===== src/rtl/imager_pkg.sv =====
// Shared types and default widths for the imager window packer.
// The window config struct is held at the package default widths.
package imager_pkg;

    localparam int DEF_DATA_WIDTH     = 10;
    localparam int DEF_NUM_ROWS_WIDTH = 12;
    localparam int DEF_NUM_COLS_WIDTH = 12;

    typedef struct packed {
        logic [DEF_NUM_ROWS_WIDTH-1:0] row_start;
        logic [DEF_NUM_COLS_WIDTH-1:0] col_start;
        logic [DEF_NUM_ROWS_WIDTH-1:0] rows;
        logic [DEF_NUM_COLS_WIDTH-1:0] cols;
    } win_cfg_t;

endpackage


===== src/rtl/imager_sync_fifo.sv =====
// Single-clock first-word-fall-through FIFO with flush.
// A push into a full FIFO is accepted only when a pop happens in the same cycle.
module imager_sync_fifo #(
    parameter int WIDTH      = 12,
    parameter int DEPTH_LOG2 = 4
) (
    input  logic             clk,
    input  logic             reset_n,
    input  logic             flush,
    input  logic             push,
    input  logic             pop,
    input  logic [WIDTH-1:0] wr_data,
    output logic [WIDTH-1:0] rd_data,
    output logic             full,
    output logic             empty
);

    localparam int DEPTH = 1 << DEPTH_LOG2;

    logic [DEPTH_LOG2-1:0] wr_ptr_q, wr_ptr_d;
    logic [DEPTH_LOG2-1:0] rd_ptr_q, rd_ptr_d;
    logic [DEPTH_LOG2:0]   count_q, count_d;
    logic                  do_push, do_pop;
    logic [WIDTH-1:0]      mem_q [DEPTH];

    assign full    = (count_q == (DEPTH_LOG2+1)'(DEPTH));
    assign empty   = (count_q == '0);
    assign rd_data = mem_q[rd_ptr_q];

    always_comb begin
        do_pop   = pop & ~empty & ~flush;
        do_push  = push & ~flush & (~full | do_pop);
        wr_ptr_d = wr_ptr_q;
        rd_ptr_d = rd_ptr_q;
        count_d  = count_q;
        if (flush) begin
            wr_ptr_d = '0;
            rd_ptr_d = '0;
            count_d  = '0;
        end else begin
            if (do_push) wr_ptr_d = wr_ptr_q + 1'b1;
            if (do_pop)  rd_ptr_d = rd_ptr_q + 1'b1;
            if (do_push && !do_pop)      count_d = count_q + 1'b1;
            else if (!do_push && do_pop) count_d = count_q - 1'b1;
        end
    end

    always_ff @(posedge clk or negedge reset_n) begin
        if (!reset_n) begin
            wr_ptr_q <= '0;
            rd_ptr_q <= '0;
            count_q  <= '0;
        end else begin
            wr_ptr_q <= wr_ptr_d;
            rd_ptr_q <= rd_ptr_d;
            count_q  <= count_d;
        end
    end

    // Storage carries no reset; the head is only observed while non-empty.
    always_ff @(posedge clk) begin
        if (do_push) mem_q[wr_ptr_q] <= wr_data;
    end

endmodule


===== src/rtl/imager_window_packer.sv =====
// Crops a window from the imager fv/lv/dat bus into a FWFT valid/ready stream.
// Optional per-frame statistics are built when IMAGER_WINDOW_STATS_EN is defined.
module imager_window_packer
    import imager_pkg::*;
#(
    parameter int DATA_WIDTH      = DEF_DATA_WIDTH,
    parameter int NUM_ROWS_WIDTH  = DEF_NUM_ROWS_WIDTH,
    parameter int NUM_COLS_WIDTH  = DEF_NUM_COLS_WIDTH,
    parameter int FIFO_DEPTH_LOG2 = 4
) (
    input  logic                      clk,
    input  logic                      reset_n,
    input  logic                      enable,
    input  logic [NUM_ROWS_WIDTH-1:0] win_row_start,
    input  logic [NUM_COLS_WIDTH-1:0] win_col_start,
    input  logic [NUM_ROWS_WIDTH-1:0] win_rows,
    input  logic [NUM_COLS_WIDTH-1:0] win_cols,
    input  logic                      fv,
    input  logic                      lv,
    input  logic [DATA_WIDTH-1:0]     dat,
    output logic                      out_valid,
    input  logic                      out_ready,
    output logic [DATA_WIDTH-1:0]     out_dat,
    output logic                      out_sof,
    output logic                      out_eol,
    output logic                      overflow,
    output logic                      frame_done,
    output logic [31:0]               stats_sum,
    output logic [DATA_WIDTH-1:0]     stats_min,
    output logic [DATA_WIDTH-1:0]     stats_max,
    output logic                      stats_valid
);

    localparam int RW = NUM_ROWS_WIDTH + 1;
    localparam int CW = NUM_COLS_WIDTH + 1;
    localparam int EW = DATA_WIDTH + 2;

    logic                  fv_q, lv_q, fv_prev_q, lv_prev_q;
    logic [DATA_WIDTH-1:0] dat_q;
    logic                  fv_rise, fv_fall, lv_fall;
    logic                  armed_q, armed_d;
    logic [CW-1:0]         col_q, col_d;
    logic [RW-1:0]         row_q, row_d, row_cur;
    win_cfg_t              cfg_q, cfg_d, cfg_in, cfg_cur;
    logic [RW-1:0]         rs_ext, re_ext;
    logic [CW-1:0]         cs_ext, ce_ext;
    logic                  in_win, px_sof, px_eol;
    logic                  ovf_q, ovf_d;
    logic                  frame_done_q, frame_done_d;
    logic                  fifo_full, fifo_empty, fifo_pop;
    logic [EW-1:0]         fifo_wdata, fifo_rdata;

    assign fv_rise = fv_q & ~fv_prev_q;
    assign fv_fall = ~fv_q & fv_prev_q;
    assign lv_fall = ~lv_q & lv_prev_q;

    always_ff @(posedge clk or negedge reset_n) begin
        if (!reset_n) begin
            fv_q      <= 1'b0;
            lv_q      <= 1'b0;
            dat_q     <= '0;
            fv_prev_q <= 1'b0;
            lv_prev_q <= 1'b0;
        end else begin
            fv_q      <= fv;
            lv_q      <= lv;
            dat_q     <= dat;
            fv_prev_q <= fv_q;
            lv_prev_q <= lv_q;
        end
    end

    // On the fv-rise cycle the new config and row 0 apply to the pixel already present.
    always_comb begin
        cfg_in.row_start = DEF_NUM_ROWS_WIDTH'(win_row_start);
        cfg_in.col_start = DEF_NUM_COLS_WIDTH'(win_col_start);
        cfg_in.rows      = DEF_NUM_ROWS_WIDTH'(win_rows);
        cfg_in.cols      = DEF_NUM_COLS_WIDTH'(win_cols);
        cfg_cur = fv_rise ? cfg_in : cfg_q;
        row_cur = fv_rise ? '0 : row_q;
        rs_ext  = RW'(cfg_cur.row_start);
        re_ext  = rs_ext + RW'(cfg_cur.rows);
        cs_ext  = CW'(cfg_cur.col_start);
        ce_ext  = cs_ext + CW'(cfg_cur.cols);
        in_win  = enable & fv_q & lv_q & (armed_q | fv_rise)
                & (row_cur >= rs_ext) & (row_cur < re_ext)
                & (col_q >= cs_ext) & (col_q < ce_ext);
        px_sof  = (row_cur == rs_ext) && (col_q == cs_ext);
        px_eol  = (col_q == ce_ext - 1'b1);
    end

    assign fifo_pop   = ~fifo_empty & out_ready;
    assign fifo_wdata = {dat_q, px_sof, px_eol};

    always_comb begin
        cfg_d        = fv_rise ? cfg_in : cfg_q;
        armed_d      = armed_q | fv_rise;
        col_d        = col_q;
        row_d        = row_q;
        ovf_d        = ovf_q | (in_win & fifo_full & ~fifo_pop);
        frame_done_d = enable & fv_fall;
        if (lv_fall)   col_d = '0;
        else if (lv_q) col_d = col_q + 1'b1;
        if (fv_rise)      row_d = '0;
        else if (lv_fall) row_d = row_q + 1'b1;
        if (!enable) begin
            armed_d = 1'b0;
            col_d   = '0;
            row_d   = '0;
            ovf_d   = 1'b0;
        end
    end

    always_ff @(posedge clk or negedge reset_n) begin
        if (!reset_n) begin
            cfg_q        <= '0;
            armed_q      <= 1'b0;
            col_q        <= '0;
            row_q        <= '0;
            ovf_q        <= 1'b0;
            frame_done_q <= 1'b0;
        end else begin
            cfg_q        <= cfg_d;
            armed_q      <= armed_d;
            col_q        <= col_d;
            row_q        <= row_d;
            ovf_q        <= ovf_d;
            frame_done_q <= frame_done_d;
        end
    end

    imager_sync_fifo #(
        .WIDTH      (EW),
        .DEPTH_LOG2 (FIFO_DEPTH_LOG2)
    ) u_fifo (
        .clk     (clk),
        .reset_n (reset_n),
        .flush   (~enable),
        .push    (in_win),
        .pop     (fifo_pop),
        .wr_data (fifo_wdata),
        .rd_data (fifo_rdata),
        .full    (fifo_full),
        .empty   (fifo_empty)
    );

    assign out_valid  = ~fifo_empty;
    assign out_dat    = out_valid ? fifo_rdata[EW-1:2] : '0;
    assign out_sof    = out_valid & fifo_rdata[1];
    assign out_eol    = out_valid & fifo_rdata[0];
    assign overflow   = ovf_q;
    assign frame_done = frame_done_q;

`ifdef IMAGER_WINDOW_STATS_EN
    logic [31:0]           sum_acc_q, sum_acc_d, stats_sum_q, stats_sum_d;
    logic [DATA_WIDTH-1:0] min_acc_q, min_acc_d, stats_min_q, stats_min_d;
    logic [DATA_WIDTH-1:0] max_acc_q, max_acc_d, stats_max_q, stats_max_d;
    logic                  stats_valid_q, stats_valid_d;

    // Dropped pixels still count: accumulation follows in_win, not FIFO acceptance.
    always_comb begin
        sum_acc_d     = fv_rise ? '0 : sum_acc_q;
        min_acc_d     = fv_rise ? '1 : min_acc_q;
        max_acc_d     = fv_rise ? '0 : max_acc_q;
        stats_sum_d   = stats_sum_q;
        stats_min_d   = stats_min_q;
        stats_max_d   = stats_max_q;
        stats_valid_d = 1'b0;
        if (in_win) begin
            sum_acc_d = sum_acc_d + 32'(dat_q);
            if (dat_q < min_acc_d) min_acc_d = dat_q;
            if (dat_q > max_acc_d) max_acc_d = dat_q;
        end
        if (enable && fv_fall) begin
            stats_sum_d   = sum_acc_q;
            stats_min_d   = min_acc_q;
            stats_max_d   = max_acc_q;
            stats_valid_d = 1'b1;
        end
        if (!enable) begin
            sum_acc_d = '0;
            min_acc_d = '1;
            max_acc_d = '0;
        end
    end

    always_ff @(posedge clk or negedge reset_n) begin
        if (!reset_n) begin
            sum_acc_q     <= '0;
            min_acc_q     <= '1;
            max_acc_q     <= '0;
            stats_sum_q   <= '0;
            stats_min_q   <= '1;
            stats_max_q   <= '0;
            stats_valid_q <= 1'b0;
        end else begin
            sum_acc_q     <= sum_acc_d;
            min_acc_q     <= min_acc_d;
            max_acc_q     <= max_acc_d;
            stats_sum_q   <= stats_sum_d;
            stats_min_q   <= stats_min_d;
            stats_max_q   <= stats_max_d;
            stats_valid_q <= stats_valid_d;
        end
    end

    assign stats_sum   = stats_sum_q;
    assign stats_min   = stats_min_q;
    assign stats_max   = stats_max_q;
    assign stats_valid = stats_valid_q;
`else
    assign stats_sum   = '0;
    assign stats_min   = '0;
    assign stats_max   = '0;
    assign stats_valid = 1'b0;
`endif

endmodule


===== config.mk =====
export PLATFORM = sky130hd
export DESIGN_NAME = imager_window_packer
export DESIGN_NICKNAME = d
export VERILOG_FILES = /design/src/rtl/imager_pkg.sv /design/src/rtl/imager_sync_fifo.sv /design/src/rtl/imager_window_packer.sv
export SDC_FILE = /design/constraint.sdc
export NUM_CORES = 1
export LEC_CHECK = 0
export ABC_AREA = 0
export CORE_MARGIN = 2
export CORE_UTILIZATION = 52
export DETAILED_ROUTE_END_ITERATION = 16
export GPL_TIMING_DRIVEN = 0
export PLACE_DENSITY = 0.73
export SYNTH_ARGS = -nofsm -noshare
export SYNTH_HDL_FRONTEND = slang
export SYNTH_SLANG_ARGS = --single-unit

===== constraint.sdc =====
create_clock -name clk -period 19 [get_ports clk]
set_clock_uncertainty 0.15 [all_clocks]
set_input_delay 1.9 -clock clk [delete_from_list [all_inputs] [get_ports clk]]
set_output_delay 1.9 -clock clk [all_outputs]
set_load 0.01 [all_outputs]

### Word level (Yosys, flattened, before mapping)

Memories as Yosys holds them, arrays and structs flattened.
Index checks and enable logic that the tools add are counted.

* flip-flop bits (word level): 104
* bits in writable memories: 192
* output and inout bits: 68
* memories kept: 1

Memories
* u_fifo.mem_q: depth 16, bits a word 12, read ports 1, clocked after Yosys merged registers in 0, write ports 1, line imager_sync_fifo.sv:24 `logic [WIDTH-1:0] mem_q [DEPTH];`

* add/subtract/negate cells: 9
* $lt $le $gt $ge: 4
* equal/unequal tests: 9
* multiplexer cells: 20
* bitwise operators: 29
* reductions and logical operators: 6

Operators with widths (number)
* $mux W13: 7
* $mux W48: 1
* $add A12 B12 Y13: 2
* $add A13 B1 Y13 const B: 2
* $eq A13 B12 Y1: 2
* $ge A13 B12 Y1: 2
* $lt A13 B13 Y1: 2
* $and A1 B1 Y1: 20
* $mux W4: 4
* $mux W5: 3
* $eq A13 B13 Y1: 1
* $sub A13 B1 Y13 const B: 1
* $mux W10: 1
* $ne A3 B1 Y1 const B: 3
* $add A4 B1 Y4 const B: 2
* $not A1 Y1: 6
* $add A5 B1 Y5 const B: 1
* $eq A5 B5 Y1 const B: 1
* $logic_not A5 Y1: 1
* $sub A5 B1 Y5 const B: 1
* $mux W1: 4
* $ne A2 B1 Y1 const B: 2
* $logic_and A1 B1 Y1: 3
* $or A1 B1 Y1: 3
* $logic_not A1 Y1: 2

### Longest topological paths before layout

* depth in word-level cells: 15
* mapped depth: 30
* depth with buffers taken out: 27

### Modules after synthesis

Synthesis repeated with hierarchy kept, for this count alone.

* cell total of the unflattened synthesis: 1185
* area total of the unflattened synthesis: 15009.4 sq um

Modules (own cells, without submodules)
* imager_sync_fifo: instances 1, cells an instance 409, area each 8189.1 sq um
* imager_window_packer: instances 1, cells an instance 776, area each 6820.3 sq um

### Least setup slack after synthesis

OpenSTA, ideal clock, no wires.

* path kind: input to register
* from: in win_row_start[0]
* to: reg u_fifo.count_q[4]
* setup time: 0.131 ns
* data arrival time: 6.693 ns
* data required time: 18.719 ns
* setup slack: 12.026 ns
* stages: 26
* cells stage by stage: nand2_1 -> nand2_1 -> ha_1 -> inv_1 -> fa_1 -> inv_1 -> a21oi_1 -> o21bai_1 -> a31o_2 -> a21o_1 -> a21oi_1 -> o21ai_0 -> a31oi_1 -> ha_1 -> a22oi_1 -> nand3_1 -> nor4_1 -> o21ai_0 -> a311oi_4 -> nand3_1 -> fa_1 -> a21o_1 -> a21oi_1 -> mux2i_1 -> nand2b_1 -> or3_1

RTL lines
* start: declaration: line imager_window_packer.sv:14 `input logic [NUM_ROWS_WIDTH-1:0] win_row_start,`
* end signal: assignment: line imager_sync_fifo.sv:56 `count_q <= count_d;`
* end: declaration: line imager_sync_fifo.sv:22 `logic [DEPTH_LOG2:0] count_q, count_d;`

==> results summary <==
The overall power of the completed layout is 1.949 mW. The global-route wire length before repair is 58.37 mm. The cell area after layout came out at 18,080 µm². The startpoint identified for the worst hold timing path is fv_q.

The count of TritonRoute iterations in the first routing pass is 5. The number of max-slew violations in the final report came to 0. The count of unresolved DRC violations after routing came out at 0. The die extent in y is 176.4 µm. The area growth from synthesis to layout is 17.02%. The number of I/O port buffers came out at between 70 and 80.

The average detailed-routed wire length per instance came out at a little over 20 µm. The worst setup slack after placement came out at between 10 and 15 ns. The instance count along the most critical hold path is 0. The initial antenna violation count came out at 0.

The worst setup path is of the register to register kind. The die area is between 30,000 and 40,000 µm². The synthesized netlist cell count came out at 1,270.

Once the clock tree was built, the setup fixing pass inserted 0 buffers. The time the worst path needs with I/O delays and setup came out at 7.957 ns. The number of sinks on the clock net came out at 296. The arrival time at the worst endpoint came out at around 8.3 ns. The antenna cell count came out at 0. Clock tree synthesis selected as its root buffer the cell sky130_fd_sc_hd__clkbuf_16.

The number of distinct standard cells referenced by the synthesized netlist is 95. STA classifies the critical path endpoint as a register. Across all hold checks on the routed design, the worst slack comes to 0.3111 ns.

The layout cell share with drive strength beyond 1 came out at 0.1295. The maximum number of pins on one net before global-route repair came out at 62. The maximum level of the CTS H-tree is 1. The largest individual stage delay along the critical path comes from the cell sky130_fd_sc_hd__a311oi_4. The net total in the final layout is 1,586. After filler insertion, the fill cell instance count of the layout stands at 2,353. Of all nets on the critical path, the largest fanout is 10. VDD sags by at most around 0.00008 V. STA classifies the critical path startpoint as a register. Setup repair after global routing left no endpoint under its margin. Including well taps, the total number of placed cells is 1,791. The number of global-route vias before repair is ~11,000. The initial DRC count is ~880. ~130 I/O pins were placed. The number of hold violations in the final report came out at 0. The global placer's final weighted congestion is 0.8981. The slew at the pin closest to its max-slew limit came out at 1.221 ns. The library cell used most frequently in the layout, excluding fill and tap cells, is sky130_fd_sc_hd__edfxtp_1. The run finished with clean final reports. The highest clock frequency the design can meet came out at 125.7 MHz. The core footprint is 29,480 µm². For this run, the number of Yosys warnings is 0. The worst relative slew slack came out at 0.1752. The routed layout has 10,580 vias. The worst setup margin is 11.04 ns. The slack of the worst reg-to-reg path is 11.04 ns. The most used flip-flop cell after synthesis is sky130_fd_sc_hd__edfxtp_1.

The CTS buffer count is 31. The overall fraction of global-route tracks in use came out at 0.2426. The source-to-sink clock delay at the later pin of the worst-skew pair is 0.58 ns. The worst path required time came out at 19.30 ns. The post-DP HPWL is 25.99 mm. TritonCTS built the clock tree. The worst flop-to-flop path endpoint is u_fifo.count_q[4]. After detailed routing, the number of vias per cell comes to 5.722. The startpoint identified for the worst register-to-register timing path is fv_q. The remaining global-route overflow is 0. The classification of the worst-slack hold path is register to register. The share of flip-flops with an asynchronous set or reset after synthesis is 0.3514. The static leakage power came out at 7.349 nW.

For this run, the register share of the synthesized area comes to 0.5415. At the end of the flow the core is filled with cells to 0.6134. The depth of the worst register-to-register path is 30. Measured along the x axis, the die boundary spans ~180 µm. In this run, post-CTS hold repair placed 0 buffers.

The average instance in the mapped netlist occupies 12.17 µm². The post-cts repair resize count is 0. Summing all placed instances gives a cell area of 16,950 µm². The largest buffer count on any clock path is 3. The cell area after synthesis came out at 15,450 µm². The count of maximum capacitance violations is 0. The final routed wirelength across all metal layers came out at between 30 and 40 mm.

The cell that appears most often on the critical path is sky130_fd_sc_hd__a21oi_1. The path with the worst hold slack has its endpoint at fv_prev_q. The setup violation total in the final timing report came out at 0. The critical path's largest stage delay is approximately 0.65 ns.

Counting flops with a built-in enable in the synthesized netlist gives 192. For the final routed database, the setup TNS stands at 0 ns. The starting density of the core came out at 0.5242.

In the layout the commonest cells are sky130_fd_sc_hd__edfxtp_1 (192), sky130_fd_sc_hd__nand2_1 (182), sky130_fd_sc_hd__dfrtp_1 (104). The power density of the placed cells came out at 107.8 nW/µm². In this run, synthesis produced a sequential element count of 296.

The remaining number of nets flagged by the antenna check after routing came out at 0. The share of the cycle needed by the critical path after routing is 0.4188. After the flow finishes, the layout carries non-filler instances totaling 1,849. The number of rows created at floorplan came out at 63.

The clock slew at the register clock pins of the worst setup and hold paths is around 0.070 ns.
-- Yosys cell counts, types with 16 or more instances --
cell	count	area share
sky130_fd_sc_hd__clkbuf_1	30	0.0073
sky130_fd_sc_hd__nand3_1	21	0.0068
sky130_fd_sc_hd__o221ai_1	27	0.015
sky130_fd_sc_hd__mux4_2	24	0.035
sky130_fd_sc_hd__nand4_1	16	0.0065
sky130_fd_sc_hd__xnor2_1	18	0.010
sky130_fd_sc_hd__o21ai_0	47	0.015
sky130_fd_sc_hd__a21oi_1	27	0.0087
sky130_fd_sc_hd__buf_4	55	0.027
sky130_fd_sc_hd__nor2_1	62	0.015
sky130_fd_sc_hd__a21o_1	17	0.0083
sky130_fd_sc_hd__and2_1	31	0.013
sky130_fd_sc_hd__mux2i_1	62	0.040
sky130_fd_sc_hd__ha_1	85	0.069
sky130_fd_sc_hd__dfrtp_1	104	0.17
sky130_fd_sc_hd__edfxtp_1	192	0.37
sky130_fd_sc_hd__nand2_1	182	0.044
sky130_fd_sc_hd__a211oi_1	22	0.011
sky130_fd_sc_hd__inv_1	47	0.011
sky130_fd_sc_hd__xor2_1	23	0.013
-- flip-flops by register name, indices dropped and copies added (netlist names), 4 cells and up, named ones only --
register / flops
u_fifo.wr_ptr_q: 4
row_q: 13
u_fifo.rd_ptr_q: 4
col_q: 13
u_fifo.count_q: 5
u_fifo.mem_q: 192
dat_q: 10
cfg_q: 47
-- per-layer routing --
layer | GRT usage | vias up | wire length [µm]
met3 | 0.04091 | 73 | 2516
li1 | - | 4917 | -
met1 | 0.3180 | 5203 | 15450
met4 | 0.07541 | 0 | 1162
met2 | 0.4145 | 387 | 18250
met5 | 0 | - | 0
-- critical path, delay by kind of cell (launching register included) --
family,cells,cell delay (ns)
muxes,1,0.12
DFF,1,0.42
buffers and inverters,5,1.44
and+or+nand+nor,8,1.46
adders and majority gates,4,1.47
AOI/OAI and AO/OA,12,2.76
-- power by group --
group	internal (mW)	leakage [nW]	switching, mW
Clock	0.400	0.548	0.263
Sequential	0.708	3.07	0.0187
Combinational	0.249	3.73	0.311
Total	1.36	7.35	0.592
-- kinds of logic (layout without fill, tap and decap cells) --
family | count (synthesis) | count (layout) | synth area share
XOR/XNOR | 44 | 44 | 0.02769
flip-flops | 296 | 296 | 0.5415
AO/OA/AOI/OAI | 211 | 211 | 0.1022
adder cells (fa/ha/maj) | 88 | 88 | 0.07270
other | 1 | 53 | 0.0002426
buffers and inverters | 148 | 285 | 0.05141
AND/OR/NAND/NOR | 390 | 390 | 0.1246
multiplexers | 92 | 92 | 0.07974
-- cell type report --
cell class / instances / area (µm²) / area share
inverter: 47 / 176.4 / 0.009755
buffer: 101 / 618.1 / 0.03418
clock inverter: 25 / 335.3 / 0.01854
tap: 390 / 488.0 / 0.02698
timing repair buffer: 79 / 803.3 / 0.04442
multi-input combinational: 878 / 6502 / 0.3596
sequential: 296 / 8368 / 0.4627
clock buffer: 33 / 793.3 / 0.04386
-- how the worst max path moves through the flow --
stage	to	cells after the start	startpoint	slack [ns]
5_1_grt	u_fifo.count_q[4]	30	fv_prev_q	10.58
6_report	u_fifo.count_q[4]	30	fv_q	11.04
4_1_cts	u_fifo.count_q[4]	30	fv_prev_q	11.03
2_1_floorplan	u_fifo.count_q[4]	26	win_row_start[0]	12.03
3_5_place_dp	u_fifo.count_q[4]	27	win_row_start[0]	10.57
3_3_place_gp	u_fifo.count_q[4]	27	win_row_start[0]	10.73
Note: power is estimated with default switching activity, not from simulation.
==> edit 1 (same flow settings) <==
`DEF_DATA_WIDTH`: 10 -> 20.
--- a/src/rtl/imager_pkg.sv
+++ b/src/rtl/imager_pkg.sv
@@ -2,7 +2,7 @@
 // The window config struct is held at the package default widths.
 package imager_pkg;
 
-    localparam int DEF_DATA_WIDTH     = 10;
+    localparam int DEF_DATA_WIDTH     = 20;
     localparam int DEF_NUM_ROWS_WIDTH = 12;
     localparam int DEF_NUM_COLS_WIDTH = 12;
 
Interface: changed (resized dat, out_dat, stats_max and stats_min); port bits go from 132 to 172. The function was not compared with the original's and may differ.
==> edit 1 against the original RTL <==
- sequential share of layout area increased by 7.1 points
- area after synthesis up 39%
- sequential power grew 57%
- routed wire length up 30%
- count of clock-buffer cells in the layout up 36
- synthesized cell count grew 25%
- sequential cell count is 170 higher
- total power is 37% higher
- worst setup slack lost 85 ps
- final area up 39%
- via count grew 26%
- final cell count is 29% higher
- highest routed layer unchanged
==> edit 1: results (changes against the original RTL) <==
set qor(dp.final_hpwl_mm) 32.5 ;# +25%
set qor(timing.reg2reg.setup_slack_ps) 10970 ;# -70 ps
set qor(comb_cell_power_mw) 0.611 ;# +9.1%
set qor(grt_max_degree) 81 ;# +31%
set qor(wire_length_of_the_first_global_routing_pass_mm) 74.9 ;# +28%
set qor(synth-adder-area-share_pct) 5.23 ;# -2.0 points
set qor(async_flop_share_pct) 24.5 ;# -11 points
set qor(power.static_leakage_nw) 9.60 ;# +31%
set qor(synth_seq_cells) 466 ;# +57%
set qor(area.sequential_um2) 13400 ;# +60%
set qor(vias) 13364 ;# +26%
set qor(fraction_of_the_mapped_netlist_area_in_compound_gates_pct) 7.36 ;# -2.9 points
set qor(drive_gt1_share_pct) 13.2 ;# +0.28 points
set qor(placed_cells_incl_taps) 2303 ;# +29%
set qor(antenna_found_initial) 1 ;# +1
set qor(design.final.nets) 1982 ;# +25%
set qor(holdCritStartpoint) {lv_q}
set qor(cts.htree.levels) 2 ;# +1
set qor(worst_setup_path_endpoint) {u_fifo.mem_q[11][4]}
set qor(final_non_filler_cell_total) 2392 ;# +29%
set qor(crit-reg2reg-launch) {fv_prev_q}
set qor(endpoint_of_the_worst_hold_timing_path) {lv_prev_q}
set qor(cp-startpoint) {win_row_start[1]}
set qor(switching_share_pct) 28.3 ;# -2.1 points
set qor(pre_cts_ws_ps) 10430 ;# -138 ps
set qor(wl_per_cell_um) 20.3 ;# +0.23%
set qor(synth.mux.area_fraction_pct) 9.53 ;# +1.6 points
set qor(placed_cell_area_um2) 23600 ;# +39%
set qor(synth.yosys.seq_area_share_pct) 62.5 ;# +8.4 points
set qor(final.fill_count) 3130 ;# +33%
set qor(numPortBuffers) 98 ;# +27%
set qor(synth.avg_cell_area_um2) 13.6 ;# +11%
set qor(synthDistinctLibCells) 67 ;# -29%
set qor(netlist_top_cells_area) {edfxtp_1 (49%), dfrtp_1 (13%), ha_1 (5.0%)}
set qor(xor_xnor_cell_area_share_of_the_yosys_netlist_pct) 2.20 ;# -0.57 points
set qor(clock_group_share_of_total_power_pct) 34.4 ;# +0.4 points
set qor(worstPathArrival_ps) 8170 ;# -90 ps
set qor(worst_path_largest_cell_delay_ps) 710 ;# +60 ps
set qor(cts_setup_buffers) 0 ;# unchanged
set qor(timing_worst_slew_pin_value_ps) 1410 ;# +187 ps
set qor(layout_worst_path_cycle_share_pct) 42.3 ;# +0.45 points
set qor(synth_enable_flop_cells) 352 ;# +83%
set qor(worst_path_max_delay_cell) {nor4_2}
set qor(ir_worst_vdd_uv) 85.7 ;# +8.9%
set qor(reg_top3) {u_fifo.mem_q x352, cfg_q x47, dat_q x20}
set qor(final_gp_congestion) 0.868 ;# -3.3%
set qor(clk_latency_ps) 600 ;# +20 ps
set qor(dr.pass1.iters) 6 ;# +1
set qor(result_of_the_run) {finished clean}
set qor(synth_top_cells_by_count) {edfxtp_1 (352), nand2_1 (192), dfrtp_1 (114)}
## edit 1: metal layers
metal / share of wire [%] / wire [µm] / up-vias / track usage (%)
met2: 51 / 24700 / 442 / 38.9
li1: - / - / 6218 / -
met1: 41 / 19700 / 6618 / 29.7
met5: 0 / 0 / - / 0
met4: 2.5 / 1200 / 0 / 7.29
met3: 5.9 / 2840 / 86 / 3.39
## edit 1: cell type report
class,count,share of cell area (%)
plain buffers,133,3.11
flip-flops and latches,466,53.4
clock inverters,19,0.686
diodes,1,0.00995
multi-input cells,1006,29.4
well taps,532,2.65
clock buffers,69,5.49
inverters,52,0.776
repair buffers,114,4.56
## edit 1: cells by family (layout without fill, tap and decap cells)
kind of cell,count (synthesis),after routing
compound gates,234,234
xor+xnor,53,53
fa+ha+maj,88,88
buf+inv,185,387
flops,466,466
mux,149,149
other cells,1,74
simple gates,409,409
==> edit 2 (same settings) <==
Without the edit above. Take the reset off `dat_q` and load it in a clocked block of its own.
--- a/src/rtl/imager_window_packer.sv
+++ b/src/rtl/imager_window_packer.sv
@@ -58,16 +58,18 @@
         if (!reset_n) begin
             fv_q      <= 1'b0;
             lv_q      <= 1'b0;
-            dat_q     <= '0;
             fv_prev_q <= 1'b0;
             lv_prev_q <= 1'b0;
         end else begin
             fv_q      <= fv;
             lv_q      <= lv;
-            dat_q     <= dat;
             fv_prev_q <= fv_q;
             lv_prev_q <= lv_q;
         end
+    end
+
+    always_ff @(posedge clk) begin
+        dat_q <= dat;
     end
 
     // On the fv-rise cycle the new config and row 0 apply to the pixel already present.
Check against the original RTL: same outputs for any inputs over 4 cycles, from zero or initial values and one cycle with reset_n low; that may be too few to reach the edited logic, so the function may still have changed.
==> edit 2 against the original RTL <==
- sequential cell count unchanged
- highest routed layer unchanged
- non-clock buffer count fell by 1
- utilization up 0.095 points
- worst setup slack gained 210 ps
- total power shrank 8.7%
- routed wire length fell by 8.8%
- largest power group unchanged
- final area fell by 3.0%
- area after synthesis fell by 2.9%
==> edit 2: results (changes against the original RTL) <==
set qor(first_global_vias) 10215 ;# -3.7%
set qor(wire_length_of_the_first_global_routing_pass_mm) 54.5 ;# -6.6%
set qor(worst_path_max_delay_cell) {clkbuf_1}
set qor(grt_max_degree) 54 ;# -13%
set qor(result_of_the_run) {finished clean}
set qor(grt.met3_usage_pct) 2.48 ;# -1.6 points
set qor(endpoint_of_the_worst_hold_timing_path) {lv_prev_q}
set qor(fin_crit_ps) 7750 ;# -206 ps
set qor(clk_latency_ps) 560 ;# -20 ps
set qor(met1Wirelength_mm) 14.8 ;# -3.9%
set qor(grt_use_met2_pct) 38.7 ;# -2.7 points
set qor(vias) 10219 ;# -3.4%
set qor(r2r_depth) 31 ;# +3.3%
set qor(synthToLayoutAreaGrowth_pct) 16.9 ;# about the same
set qor(pre_cts_ws_ps) 10850 ;# +278 ps
set qor(antenna_found_initial) 0 ;# unchanged
set qor(xor_xnor_cell_area_share_of_the_yosys_netlist_pct) 3.04 ;# +0.27 points
set qor(async_flop_share_pct) 31.8 ;# -3.4 points
set qor(dr.first_iter.drc_count) 765 ;# -13%
set qor(route.met2.wl_mm) 16.5 ;# -9.5%
set qor(worstPathArrival_ps) 8080 ;# -180 ps
set qor(grt_use_total_pct) 22.7 ;# -1.5 points
set qor(synth_top_cells_by_count) {edfxtp_1 (192), nand2_1 (190), dfrtp_1 (94)}
set qor(design.final.nets) 1582 ;# -0.25%
set qor(holdCritStartpoint) {lv_q}
set qor(dp.final_hpwl_mm) 24.2 ;# -6.7%
set qor(final_gp_congestion) 0.869 ;# -3.2%
set qor(synth.mux.area_fraction_pct) 7.77 ;# -0.21 points
set qor(power.static_leakage_nw) 7.10 ;# -3.4%
set qor(fraction_of_the_mapped_netlist_area_in_compound_gates_pct) 9.21 ;# -1.0 points
set qor(max-slew-margin-rel_pct) 10.3 ;# -7.2 points
set qor(synth-adder-area-share_pct) 7.49 ;# +0.22 points
set qor(synth.yosys.seq_area_share_pct) 55.5 ;# +1.3 points
set qor(drive_gt1_share_pct) 10.5 ;# -2.4 points
set qor(netlist_top_cells_area) {edfxtp_1 (38%), dfrtp_1 (16%), ha_1 (7.1%)}
set qor(postRouteWirelength_mm) 34.1 ;# -8.8%
set qor(met3_wirelength_mm) 1.86 ;# -26%
set qor(synthDistinctLibCells) 71 ;# -25%
set qor(worst_path_largest_cell_delay_ps) 610 ;# -40 ps
set qor(ir_worst_vdd_uv) 85.0 ;# +7.9%
[edit 2: cell type report]
class                           instances  area (µm²)
Multi-Input combinational cell        870        6110
Fill cell                            2251       11000
Buffer                                100         584
Clock buffer                           40         892
Sequential cell                       296        8320
Timing Repair Buffer                   79         803
Tap cell                              384         480
Inverter                               52         195
Clock inverter                         18         159
[edit 2: per-stage QoR]
stage | cells | instance area (µm²) | utilization [%] | hold slack, ps
6_report | 1839 | 17500 | 61.4 | 290
5_1_grt | 1839 | 17500 | 61.4 | 322
4_1_cts | 1839 | 17500 | 61.4 | 283
3_5_place_dp | 1781 | 16500 | 57.7 | 282
3_3_place_gp | 1779 | 16400 | 57.6 | 280
2_1_floorplan | 1318 | 15200 | - | 258
[edit 2: power breakdown]
| group | total (mW) | switching (mW) | internal, mW | leakage [nW] |
|---|---|---|---|---|
| Sequential | 0.722 | 0.0162 | 0.706 | 3.02 |
| Clock | 0.604 | 0.254 | 0.349 | 0.504 |
| Combinational | 0.454 | 0.256 | 0.198 | 3.58 |
